==> config.mk <==
export PLATFORM = sky130hd
export DESIGN_NAME = router_fsm_flat
export DESIGN_NICKNAME = d
export VERILOG_FILES = /design/src/rtl/router_fsm_if.sv /design/src/rtl/router_fsm.sv /design/src/flat_wrapper.sv
export SDC_FILE = /design/constraint.sdc
export NUM_CORES = 1
export LEC_CHECK = 0
export BUFFER_PORTS_ARGS = -buffer_cell sky130_fd_sc_hd__buf_2
export CORE_UTILIZATION = 30
export CTS_CLUSTER_DIAMETER = 200
export CTS_CLUSTER_SIZE = 24
export DETAILED_ROUTE_END_ITERATION = 8
export MAX_ROUTING_LAYER = met4
export PLACE_DENSITY = 0.6
export RECOVER_POWER = 25
export SLEW_MARGIN = 20
export SYNTH_ARGS = -nofsm -noshare
export SYNTH_HDL_FRONTEND = slang
export SYNTH_SLANG_ARGS = --single-unit
==> constraint.sdc <==
create_clock -name clock -period 3.2 [get_ports clock]
set_input_delay 0.32 -clock clock [delete_from_list [all_inputs] [get_ports clock]]
set_output_delay 0.32 -clock clock [all_outputs]
set_load 0.05 [all_outputs]
==> src/rtl/router_fsm_if.sv <==
// Handshake and status bundle between the router input side, the
// register/synchronizer datapath and the packet-sequencing FSM.
// master: drives the packet/status inputs (input side, datapath, bench).
// slave : the router_fsm itself.
interface router_fsm_if;
  logic       pkt_valid;
  logic [1:0] data_in;
  logic       fifo_full;
  logic       fifo_empty_0;
  logic       fifo_empty_1;
  logic       fifo_empty_2;
  logic       soft_reset_0;
  logic       soft_reset_1;
  logic       soft_reset_2;
  logic       parity_done;
  logic       low_pkt_valid;

  logic       busy;
  logic       detect_add;
  logic       lfd_state;
  logic       ld_state;
  logic       laf_state;
  logic       full_state;
  logic       write_enb_reg;
  logic       rst_int_reg;

  modport master (
    output pkt_valid, data_in, fifo_full,
           fifo_empty_0, fifo_empty_1, fifo_empty_2,
           soft_reset_0, soft_reset_1, soft_reset_2,
           parity_done, low_pkt_valid,
    input  busy, detect_add, lfd_state, ld_state, laf_state,
           full_state, write_enb_reg, rst_int_reg
  );

  modport slave (
    input  pkt_valid, data_in, fifo_full,
           fifo_empty_0, fifo_empty_1, fifo_empty_2,
           soft_reset_0, soft_reset_1, soft_reset_2,
           parity_done, low_pkt_valid,
    output busy, detect_add, lfd_state, ld_state, laf_state,
           full_state, write_enb_reg, rst_int_reg
  );
endinterface

==> src/rtl/router_fsm.sv <==
// Packet-sequencing controller for the 1x3 router (Moore machine).
// Optional feature macro: ROUTER_FSM_WAIT_EMPTY_EN
//   defined   : a packet waits in WAIT_TILL_EMPTY until its destination
//               FIFO is empty.
//   undefined : WAIT_TILL_EMPTY is unreachable, fifo_empty_* are unused and
//               packets queue behind earlier ones in the destination FIFO.
//
// state              | meaning
// -------------------+-----------------------------------------------
// DECODE_ADDRESS     | idle, latch header address on pkt_valid
// WAIT_TILL_EMPTY    | destination FIFO not empty, stall input
// LOAD_FIRST_DATA    | write header byte
// LOAD_DATA          | stream payload bytes
// FIFO_FULL_STATE    | destination full, stall input
// LOAD_AFTER_FULL    | write the byte held during the stall
// LOAD_PARITY        | write parity byte
// CHECK_PARITY_ERROR | compare parity, clear internal parity register
module router_fsm (
  input  logic         clock,
  input  logic         resetn,
  router_fsm_if.slave  bus
);

  typedef enum logic [2:0] {
    DECODE_ADDRESS     = 3'd0,
    WAIT_TILL_EMPTY    = 3'd1,
    LOAD_FIRST_DATA    = 3'd2,
    LOAD_DATA          = 3'd3,
    FIFO_FULL_STATE    = 3'd4,
    LOAD_AFTER_FULL    = 3'd5,
    LOAD_PARITY        = 3'd6,
    CHECK_PARITY_ERROR = 3'd7
  } state_t;

  state_t     state_q, state_d;
  logic [1:0] addr_q, addr_d;
  logic       soft_sel;
  logic       addr_ok;

`ifdef ROUTER_FSM_WAIT_EMPTY_EN
  logic       empty_hdr;
  logic       empty_sel;

  // Empty flag of the FIFO addressed by the incoming header and by addr_q.
  always_comb begin
    empty_hdr = 1'b0;
    empty_sel = 1'b0;
    case (bus.data_in)
      2'd0:    empty_hdr = bus.fifo_empty_0;
      2'd1:    empty_hdr = bus.fifo_empty_1;
      2'd2:    empty_hdr = bus.fifo_empty_2;
      default: empty_hdr = 1'b0;
    endcase
    case (addr_q)
      2'd0:    empty_sel = bus.fifo_empty_0;
      2'd1:    empty_sel = bus.fifo_empty_1;
      2'd2:    empty_sel = bus.fifo_empty_2;
      default: empty_sel = 1'b0;
    endcase
  end
`endif

  // Soft reset of the latched destination only; other FIFOs are ignored.
  always_comb begin
    soft_sel = 1'b0;
    case (addr_q)
      2'd0:    soft_sel = bus.soft_reset_0;
      2'd1:    soft_sel = bus.soft_reset_1;
      2'd2:    soft_sel = bus.soft_reset_2;
      default: soft_sel = 1'b0;
    endcase
  end

  assign addr_ok = bus.pkt_valid && (bus.data_in != 2'd3);

  // State and destination address registers.
  always_ff @(posedge clock or negedge resetn) begin
    if (!resetn) begin
      state_q <= DECODE_ADDRESS;
      addr_q  <= 2'd0;
    end else begin
      state_q <= state_d;
      addr_q  <= addr_d;
    end
  end

  // Next-state and address-capture logic.
  always_comb begin
    state_d = state_q;
    addr_d  = addr_q;
    case (state_q)
      DECODE_ADDRESS: begin
        if (addr_ok) begin
          addr_d = bus.data_in;
`ifdef ROUTER_FSM_WAIT_EMPTY_EN
          state_d = empty_hdr ? LOAD_FIRST_DATA : WAIT_TILL_EMPTY;
`else
          state_d = LOAD_FIRST_DATA;
`endif
        end
      end
      WAIT_TILL_EMPTY: begin
`ifdef ROUTER_FSM_WAIT_EMPTY_EN
        if (empty_sel) state_d = LOAD_FIRST_DATA;
`else
        state_d = DECODE_ADDRESS;
`endif
      end
      LOAD_FIRST_DATA: state_d = LOAD_DATA;
      LOAD_DATA: begin
        if (bus.fifo_full)       state_d = FIFO_FULL_STATE;
        else if (!bus.pkt_valid) state_d = LOAD_PARITY;
      end
      FIFO_FULL_STATE: begin
        if (!bus.fifo_full) state_d = LOAD_AFTER_FULL;
      end
      LOAD_AFTER_FULL: begin
        if (bus.parity_done)        state_d = DECODE_ADDRESS;
        else if (bus.low_pkt_valid) state_d = LOAD_PARITY;
        else                        state_d = LOAD_DATA;
      end
      LOAD_PARITY: state_d = CHECK_PARITY_ERROR;
      CHECK_PARITY_ERROR: begin
        state_d = bus.fifo_full ? FIFO_FULL_STATE : DECODE_ADDRESS;
      end
      default: state_d = DECODE_ADDRESS;
    endcase
    if ((state_q != DECODE_ADDRESS) && soft_sel) state_d = DECODE_ADDRESS;
  end

  // Moore output decode from the current state.
  always_comb begin
    bus.busy          = 1'b0;
    bus.detect_add    = 1'b0;
    bus.lfd_state     = 1'b0;
    bus.ld_state      = 1'b0;
    bus.laf_state     = 1'b0;
    bus.full_state    = 1'b0;
    bus.write_enb_reg = 1'b0;
    bus.rst_int_reg   = 1'b0;
    case (state_q)
      DECODE_ADDRESS:  bus.detect_add = 1'b1;
      WAIT_TILL_EMPTY: bus.busy = 1'b1;
      LOAD_FIRST_DATA: begin
        bus.lfd_state = 1'b1;
        bus.busy      = 1'b1;
      end
      LOAD_DATA: begin
        bus.ld_state      = 1'b1;
        bus.write_enb_reg = 1'b1;
      end
      FIFO_FULL_STATE: begin
        bus.full_state = 1'b1;
        bus.busy       = 1'b1;
      end
      LOAD_AFTER_FULL: begin
        bus.laf_state     = 1'b1;
        bus.busy          = 1'b1;
        bus.write_enb_reg = 1'b1;
      end
      LOAD_PARITY: begin
        bus.busy          = 1'b1;
        bus.write_enb_reg = 1'b1;
      end
      CHECK_PARITY_ERROR: begin
        bus.rst_int_reg = 1'b1;
        bus.busy        = 1'b1;
      end
      default: bus.detect_add = 1'b1;
    endcase
  end

endmodule

==> src/flat_wrapper.sv <==
// flat-port wrapper written by rule: the top's interface ports become plain ports
module router_fsm_flat 
  (clock, resetn, bus_pkt_valid, bus_data_in, bus_fifo_full, bus_fifo_empty_0, bus_fifo_empty_1, bus_fifo_empty_2, bus_soft_reset_0, bus_soft_reset_1, bus_soft_reset_2, bus_parity_done, bus_low_pkt_valid, bus_busy, bus_detect_add, bus_lfd_state, bus_ld_state, bus_laf_state, bus_full_state, bus_write_enb_reg, bus_rst_int_reg);
  router_fsm_if bus_i ();
  input  logic clock;
  input  logic resetn;
  input wire logic [$bits(bus_i.pkt_valid)-1:0] bus_pkt_valid;
  input wire logic [$bits(bus_i.data_in)-1:0] bus_data_in;
  input wire logic [$bits(bus_i.fifo_full)-1:0] bus_fifo_full;
  input wire logic [$bits(bus_i.fifo_empty_0)-1:0] bus_fifo_empty_0;
  input wire logic [$bits(bus_i.fifo_empty_1)-1:0] bus_fifo_empty_1;
  input wire logic [$bits(bus_i.fifo_empty_2)-1:0] bus_fifo_empty_2;
  input wire logic [$bits(bus_i.soft_reset_0)-1:0] bus_soft_reset_0;
  input wire logic [$bits(bus_i.soft_reset_1)-1:0] bus_soft_reset_1;
  input wire logic [$bits(bus_i.soft_reset_2)-1:0] bus_soft_reset_2;
  input wire logic [$bits(bus_i.parity_done)-1:0] bus_parity_done;
  input wire logic [$bits(bus_i.low_pkt_valid)-1:0] bus_low_pkt_valid;
  output wire logic [$bits(bus_i.busy)-1:0] bus_busy;
  output wire logic [$bits(bus_i.detect_add)-1:0] bus_detect_add;
  output wire logic [$bits(bus_i.lfd_state)-1:0] bus_lfd_state;
  output wire logic [$bits(bus_i.ld_state)-1:0] bus_ld_state;
  output wire logic [$bits(bus_i.laf_state)-1:0] bus_laf_state;
  output wire logic [$bits(bus_i.full_state)-1:0] bus_full_state;
  output wire logic [$bits(bus_i.write_enb_reg)-1:0] bus_write_enb_reg;
  output wire logic [$bits(bus_i.rst_int_reg)-1:0] bus_rst_int_reg;
  assign bus_i.pkt_valid = bus_pkt_valid;
  assign bus_i.data_in = bus_data_in;
  assign bus_i.fifo_full = bus_fifo_full;
  assign bus_i.fifo_empty_0 = bus_fifo_empty_0;
  assign bus_i.fifo_empty_1 = bus_fifo_empty_1;
  assign bus_i.fifo_empty_2 = bus_fifo_empty_2;
  assign bus_i.soft_reset_0 = bus_soft_reset_0;
  assign bus_i.soft_reset_1 = bus_soft_reset_1;
  assign bus_i.soft_reset_2 = bus_soft_reset_2;
  assign bus_i.parity_done = bus_parity_done;
  assign bus_i.low_pkt_valid = bus_low_pkt_valid;
  assign bus_busy = bus_i.busy;
  assign bus_detect_add = bus_i.detect_add;
  assign bus_lfd_state = bus_i.lfd_state;
  assign bus_ld_state = bus_i.ld_state;
  assign bus_laf_state = bus_i.laf_state;
  assign bus_full_state = bus_i.full_state;
  assign bus_write_enb_reg = bus_i.write_enb_reg;
  assign bus_rst_int_reg = bus_i.rst_int_reg;
  router_fsm u_core (.clock(clock), .resetn(resetn), .bus(bus_i));
endmodule
==> flow_summary.yaml, run 1 <==
floorplanning:
  fp.dieH_um: 38.2
  die_w_um: 38.2
  io-pin-count: 22
  fp.dieArea_sq_mm: 0.00146
  core_area_sq_mm: 0.00116
  rows: 12
  initial_core_util: 0.340
route:
  wirelength_um: 795
  vias: 401
  viasPerCell: 4.89
  drt_iter0_markers: 5
  wl_per_cell_um: 9.70
  ant_nets: 0
  dr.pass1.iters: 3
  drc: 0
finish:
  area_delta_synth_final_pct: 31.8
  drive_above_1_share: 0.353
  n_fill_cell: 114
  nNetsFinal: 83
  diodes: 0
  finalInstanceArea_sq_um: 518
grt:
  antenna_found_initial: 0
  grt_overflow_total: 0
  grt_max_degree: 14
  grt_pass1_wl_mm: 1.23
  grt_use_total: 0.134
  grt_pass1_vias: 310
timing:
  tightest_slew_ns: 0.379
  slew_headroom: 0.747
  setup_tns_ns: 0
  timing.final.ws_setup_ns: 1.42
  clock.fmax_ghz: 0.563
  final-hold-violation-count: 0
  rsz0062_at_grt: "no"
  skew_ns: 0.000569
  final.min_clock_period_ns: 1.78
  setup_viol: 0
  finalCritPeriodShare: 0.555
  slew_viol_final: 0
clocking:
  htreeDepth: 1
  cts_buffer_depth: 2
  cts.clk_slew.worst_paths_ns: 0.04
  clk_root_buffer_cell: "clkbuf_4"
  numCtsBuffers: 3
  cts.sinks: 5
  cts_tree: "done"
  post_cts_buffers: 0
  clock_latency_ns: 0.24
synthesis:
  synth_edf_count: 0
  synthCells: 48
  synth-seq-area-share: 0.318
  avgSynthCellArea_sq_um: 8.18
  synth-async-reset-ratio: 1.00
  synth_seq_cells: 5
  ys_warn_count: 0
  synth-main-ff-cell: "dfrtp_1"
  syn_area_sq_um: 393
  synth.net_count: 62
  synth.distinct_cells: 25
setup_path:
  crit_family: "flip-flops"
  crit_path_max_fanout: 11
  critPathKind: "register to output port"
  crit_slowest_cell: "dfrtp_1"
  critPathLaunchType: "register"
  cp.required_ns: 2.88
  critPathMaxStageDelay_ns: 0.48
  worstReg2RegStart: "u_core.state_q[1]"
  endpoint: "bus_detect_add"
  reg2regPathDepth: 2
  cp_num_cells: 3
  cp.arrival_ns: 1.46
  crit_buf_inv: 2
  worstSetupStartpoint: "u_core.state_q[1]"
  cp_cell_sequence: "or3_4 -> inv_1 -> buf_2"
  r2r_slack_ns: 1.80
  reg2reg_to: "u_core.addr_q[1]"
  end_kind: "output port"
place:
  dpl.hpwl_um: 610
  post_dp_cell_area_sq_um: 483
  gp_congestion: 0.729
  numPortBuffers: 18
  place_ws_ns: 1.66
run:
  cap_viol_max_count: 0
power:
  p_comb_frac: 0.631
  total_power_w: 0.000617
  p_int_w: 0.000276
  ir_drop_v: 0.000321
  leakage_nw: 0.269
  pwr-share-clk: 0.116
  seqPwrFrac: 0.254
  power_switching_w: 0.000340
  power_density_mw_per_mm2: 1190
  p_sw_frac: 0.552
run_status:
  outcome: "finished clean"
min_path:
  hold_class: "primary input to register"
==> synth_stat cells (2+ instances only) <==
library cell | n | area [sq um]
nor2_1 | 8 | 30.0
dfrtp_1 | 5 | 125
a21oi_1 | 3 | 15.0
inv_1 | 3 | 11.3
o21ai_1 | 3 | 15.0
a21o_1 | 2 | 15.0
buf_2 | 2 | 10.0
nand2_1 | 2 | 7.51
nor3b_1 | 2 | 15.0
o21ai_0 | 2 | 10.0
o22a_1 | 2 | 17.5
==> flip-flops by register name, summed over array words and instances (netlist names) <==
name / count
u_core.state_q: 3
u_core.addr_q: 2
==> timing repair <==
action,in CTS,in global routing
hold endpoints to repair,5,0
gates resized for setup,0,0
hold buffers,1,0
==> worst min path at each step <==
stage | startpoint | to | slack, ns | cells past startpoint
after floorplan | resetn | u_core.addr_q[0] | 0.02 | 0
after global placement | resetn | u_core.addr_q[0] | 0.14 | 1
after detailed placement | resetn | u_core.state_q[0] | 0.14 | 1
after CTS | bus_data_in[0] | u_core.addr_q[0] | 0.34 | 2
after global routing | bus_data_in[1] | u_core.addr_q[1] | 0.35 | 2
final | bus_data_in[0] | u_core.addr_q[0] | 0.35 | 2
==> placed cells by master (no fill, tap or decap), types with 3 or more instances in the layout <==
cell	n
buf_2	17
nor2_1	8
dfrtp_1	5
inv_1	3
o21ai_1	3
a21oi_1	3
clkbuf_4	3
==> routing by layer <==
layer  wire, um  global-route usage  up-vias
met4          0               0.107        0
met1        390               0.154      179
li1           -                   -      214
met2        374               0.182        8
met5          0                   -        -
met3         30              0.0523        0
==> cells by family after synthesis <==
group,Yosys count,synth area share
DFF,5,0.318
muxes,1,0.0255
AOI/OAI and AO/OA,15,0.258
and+or+nand+nor,19,0.293
buffers and inverters,7,0.0828
xor gates and xnor gates,1,0.0223
==> stage by stage <==
| step | util | hold slack, ns | instances |
|---|---|---|---|
| after global routing | 0.448 | 0.353 | 82 |
| after floorplan | - | 0.0244 | 48 |
| final | 0.448 | 0.350 | 82 |
| after detailed placement | 0.418 | 0.141 | 77 |
| after global placement | 0.418 | 0.138 | 77 |
| after CTS | 0.449 | 0.342 | 82 |
==> layout make-up <==
type | count | area, sq um | share of cell area
flip-flops and latches | 5 | 125 | 0.242
well taps | 14 | 17.5 | 0.0338
multi-input cells | 36 | 235 | 0.454
repair buffers | 19 | 98.8 | 0.191
clock buffers | 4 | 26.3 | 0.0507
inverters | 4 | 15.0 | 0.0290
==> power by group through the flow <==
stage	Sequential (W)	Combinational (W)	Clock (W)
2_1_floorplan	0.000112	0.000376	0
3_3_place_gp	0.000158	0.000391	0
3_5_place_dp	0.000158	0.000393	0
4_1_cts	0.000157	0.000394	0.0000747
5_1_grt	0.000164	0.000421	0.0000816
6_report	0.000156	0.000389	0.0000713
No activity file was read; power rests on OpenSTA's default activity.
==> inputs of run 2 (changes only) <==
- clock period: 3.2 -> 1.84 ns (I/O delays scaled with it)
==> flow_summary.yaml, run 2 (same netlist as run 1, synthesis figures left out) <==
setup_path:
  critPathKind: "register to output port"
  cp.required_ns: 1.66
  cp.arrival_ns: 1.46
  r2r_slack_ns: 0.44
  crit_family: "flip-flops"
  crit_buf_inv: 2
  cp_cell_sequence: "or3_4 -> inv_1 -> buf_2"
  critPathLaunchType: "register"
  crit_slowest_cell: "dfrtp_1"
  end_kind: "output port"
  critPathMaxStageDelay_ns: 0.48
  crit_path_max_fanout: 11
timing:
  final.min_clock_period_ns: 1.64
  skew_ns: 0.00182
  slew_viol_final: 0
  tightest_slew_ns: 0.394
  finalCritPeriodShare: 0.892
  setup_viol: 0
  setup_tns_ns: 0
  rsz0062_at_grt: "no"
  clock.fmax_ghz: 0.609
  final-hold-violation-count: 0
  slew_headroom: 0.737
  timing.final.ws_setup_ns: 0.199
finish:
  layout_common_cells: "buf_2, nor2_1, dfrtp_1"
  nNetsFinal: 83
  drive_above_1_share: 0.353
  final_common_cell: "buf_2"
  largest-register: "u_core.state_q"
  multi_input_comb_area_sq_um: 235
  regArea_sq_um: 125
  largest_reg_flops: 3
  n_fill_cell: 123
  area_delta_synth_final_pct: 31.8
  diodes: 0
  reg_top3: "u_core.state_q: 3 flops, u_core.addr_q: 2 flops"
grt:
  grt_util_met1: 0.168
  grt_use_total: 0.135
  met2_usage: 0.169
  grt_pass1_vias: 296
  grt_max_degree: 14
  grt_overflow_total: 0
  antenna_found_initial: 0
  grt_pass1_wl_mm: 1.26
  busiest_layer: "met2"
  use_met3: 0.0523
power:
  seqPwrFrac: 0.254
  power_density_mw_per_mm2: 2070
  p_int_w: 0.000481
  power_switching_w: 0.000594
  p_comb_frac: 0.630
  pwr-share-clk: 0.116
  leakage_nw: 0.269
  p_sw_frac: 0.552
  ir_drop_v: 0.000900
floorplanning:
  die_w_um: 38.2
  io-pin-count: 22
  fp.dieArea_sq_mm: 0.00146
  fp.dieH_um: 38.2
  core_area_sq_mm: 0.00116
  rows: 12
  initial_core_util: 0.340
clocking:
  htreeDepth: 1
  cts.clk_slew.worst_paths_ns: 0.04
  clock_latency_ns: 0.24
  post_cts_buffers: 0
  clk_root_buffer_cell: "clkbuf_4"
  cts.sinks: 5
  cts_tree: "done"
  numCtsBuffers: 3
  cts_buffer_depth: 2
route:
  wirelength_um: 799
  drt_iter0_markers: 3
  vias: 392
  drc: 0
  dr.pass1.iters: 2
  wl_per_cell_um: 9.74
  ant_nets: 0
  viasPerCell: 4.78
run_status:
  outcome: "finished clean"
run:
  cap_viol_max_count: 0
min_path:
  hold_class: "primary input to register"
place:
  numPortBuffers: 18
  dpl.hpwl_um: 601
  place_ws_ns: 0.436
  gp_congestion: 0.729
run 2: path summary, 6_finish.rpt:
path | start | to | cells after the start
hold reg to reg | u_core.addr_q[1] | u_core.addr_q[1] | 1
setup / recovery | u_core.state_q[1] | bus_detect_add | 3
min in group asynchronous | resetn | u_core.addr_q[1] | 2
max in group asynchronous | resetn | u_core.state_q[0] | 2
hold / removal | bus_data_in[0] | u_core.addr_q[0] | 2
setup reg to reg | u_core.state_q[1] | u_core.addr_q[1] | 2
run 2: layer usage:
metal,share of wire,vias up
met2,0.46,8
met3,0.035,0
met4,0,0
li1,-,210
met5,0,-
met1,0.51,174
run 2: power groups by stage:
| stage | clock network [W] | registers (W) | logic [W] |
|---|---|---|---|
| floorplan | 0 | 0.000195 | 0.000653 |
| global placement | 0 | 0.000275 | 0.000680 |
| detailed placement | 0 | 0.000276 | 0.000682 |
| CTS | 0.000129 | 0.000273 | 0.000685 |
| global route | 0.000141 | 0.000289 | 0.000734 |
| finish | 0.000125 | 0.000273 | 0.000677 |
run 2: timing repair:
item                                   CTS  global route
gates resized for setup                  0             0
endpoints found under the hold margin    5             0
hold buffers                             1             0
run 2: layout make-up:
cell class                 count  area share
sequential                     5       0.242
tap                           14      0.0338
inverter                       4      0.0290
timing repair buffer          19       0.191
multi-input combinational     36       0.454
clock buffer                   4      0.0507
run 2: through the flow:
| stage | power, W | hold slack [ns] | cell area [sq um] | std cells | utilization |
|---|---|---|---|---|---|
| after floorplan | 0.000848 | -0.112 | 393 | 48 | - |
| after global placement | 0.000956 | 0.00168 | 483 | 77 | 0.418 |
| after detailed placement | 0.000958 | 0.00470 | 483 | 77 | 0.418 |
| after CTS | 0.00109 | 0.207 | 519 | 82 | 0.449 |
| after global routing | 0.00116 | 0.218 | 518 | 82 | 0.448 |
| final | 0.00107 | 0.214 | 518 | 82 | 0.448 |
==> inputs of run 3 (changes only) <==
- CORE_MARGIN: unset -> 5
==> flow_summary.yaml, run 3 (same netlist as run 1, synthesis figures left out) <==
route:
  ant_nets: 0
  dr.pass1.iters: 3
  wirelength_um: 908
  drt_iter0_markers: 7
  wl_per_cell_um: 10.9
  drc: 0
  vias: 403
  viasPerCell: 4.86
setup_path:
  critPathLaunchType: "register"
  crit_slowest_cell: "dfrtp_1"
  r2r_slack_ns: 0.43
  critPathMaxStageDelay_ns: 0.49
  reg2regPathDepth: 2
  cp.arrival_ns: 1.48
  worstReg2RegStart: "u_core.state_q[1]"
  reg2reg_to: "u_core.addr_q[0]"
  cp.required_ns: 1.66
  end_kind: "output port"
  crit_path_max_fanout: 11
  critPathKind: "register to output port"
  cp_cell_sequence: "or3_4 -> inv_1 -> buf_2"
floorplanning:
  fp.dieH_um: 46.2
  initial_core_util: 0.310
  io-pin-count: 22
  die_w_um: 46.2
  fp.dieArea_sq_mm: 0.00213
  rows: 13
  core_area_sq_mm: 0.00127
clocking:
  clock_latency_ns: 0.24
  cts_buffer_depth: 2
  clk_root_buffer_cell: "clkbuf_4"
  cts.clk_slew.worst_paths_ns: 0.05
  htreeDepth: 1
  cts_resized: 0
  cts.sinks: 5
  cts_tree: "done"
  numCtsBuffers: 3
finish:
  final_common_cell: "buf_2"
  layout.cells.non_filler: 83
  nNetsFinal: 83
  utilization: 0.409
  area_delta_synth_final_pct: 32.2
  largest_reg_flops: 3
  largest-register: "u_core.state_q"
  finalInstanceArea_sq_um: 519
  diodes: 0
  layout_common_cells: "buf_2, nor2_1, dfrtp_1"
  reg_top3: "u_core.state_q: 3 flops, u_core.addr_q: 2 flops"
  drive_above_1_share: 0.353
power:
  p_int_w: 0.000481
  p_comb_frac: 0.629
  power_switching_w: 0.000603
  p_sw_frac: 0.556
  pwr-share-clk: 0.119
  leakage_nw: 0.269
  power_density_mw_per_mm2: 2090
  seqPwrFrac: 0.252
  ir_drop_v: 0.000645
timing:
  tightest_slew_ns: 0.385
  slew_headroom: 0.744
  clock.fmax_ghz: 0.602
  finalCritPeriodShare: 0.903
  final-hold-violation-count: 0
  skew_ns: 0.00555
  setup_viol: 0
  slew_viol_final: 0
  setup_tns_ns: 0
  rsz0062_at_grt: "no"
  final.min_clock_period_ns: 1.66
run_status:
  outcome: "finished clean"
grt:
  grt_max_degree: 14
  grt_overflow_total: 0
  antenna_found_initial: 0
  grt_pass1_wl_mm: 1.35
  grt_pass1_vias: 337
  grt_use_total: 0.0906
place:
  gp_congestion: 0.737
  dp_cells: 78
  numPortBuffers: 18
  post_dp_cell_area_sq_um: 484
  dpl.hpwl_um: 705
min_path:
  hold_class: "primary input to register"
  holdCritStartpoint: "bus_data_in[0]"
  hold_path_end: "u_core.addr_q[0]"
  holdPathStages: 2
run:
  cap_viol_max_count: 0
run 3: cell counts in the layout (fill, tap and decap cells not counted):
No cell type changed its count.
run 3: layout make-up:
type / instances / area, sq um
fill: 137 / 749
multi-input combinational: 36 / 235
sequential: 5 / 125
timing repair buffer: 19 / 98.8
clock buffer: 4 / 26.3
inverter: 4 / 15.0
tap: 15 / 18.8
run 3: worst max-delay path: cells and delay by family (launching register included):
kind / cells / cell delay (ns)
DFF: 1 / 0.49
buffers and inverters: 2 / 0.31
and+or+nand+nor: 1 / 0.44
run 3: worst max path at each step:
stage	start	to	slack (ns)
finish	u_core.state_q[1]	bus_detect_add	0.18
floorplan	u_core.state_q[1]	bus_write_enb_reg	0.19
CTS	u_core.state_q[1]	bus_detect_add	0.18
detailed placement	u_core.state_q[1]	u_core.addr_q[1]	0.44
global placement	u_core.state_q[2]	u_core.addr_q[0]	0.45
global route	u_core.state_q[1]	bus_detect_add	0.12
run 3: metal layers:
layer,global-route usage,part of all wire,vias to the layer above
met1,0.100,0.42,187
li1,-,-,206
met4,0.0682,0.011,0
met5,-,0,-
met3,0.0156,0.051,2
met2,0.143,0.51,8
run 3: stage by stage:
stage	total power [W]	worst slack [ns]	hold slack, ns
2_1_floorplan	0.000848	0.190	-0.112
4_1_cts	0.00110	0.180	0.212
3_5_place_dp	0.000964	0.442	0.00252
6_report	0.00108	0.178	0.213
5_1_grt	0.00117	0.125	0.228
3_3_place_gp	0.000955	0.449	0.000658
run 3: power groups by stage:
stage | Clock [W] | Combinational, W | Sequential (W)
2_1_floorplan | 0 | 0.000653 | 0.000195
3_3_place_gp | 0 | 0.000683 | 0.000273
3_5_place_dp | 0 | 0.000689 | 0.000275
4_1_cts | 0.000131 | 0.000691 | 0.000273
5_1_grt | 0.000139 | 0.000744 | 0.000289
6_report | 0.000129 | 0.000682 | 0.000274
run 3: what timing repair did:
action                                 CTS  global route
hold buffers                             1             0
endpoints found under the hold margin    5             0
setup buffers                            0             0
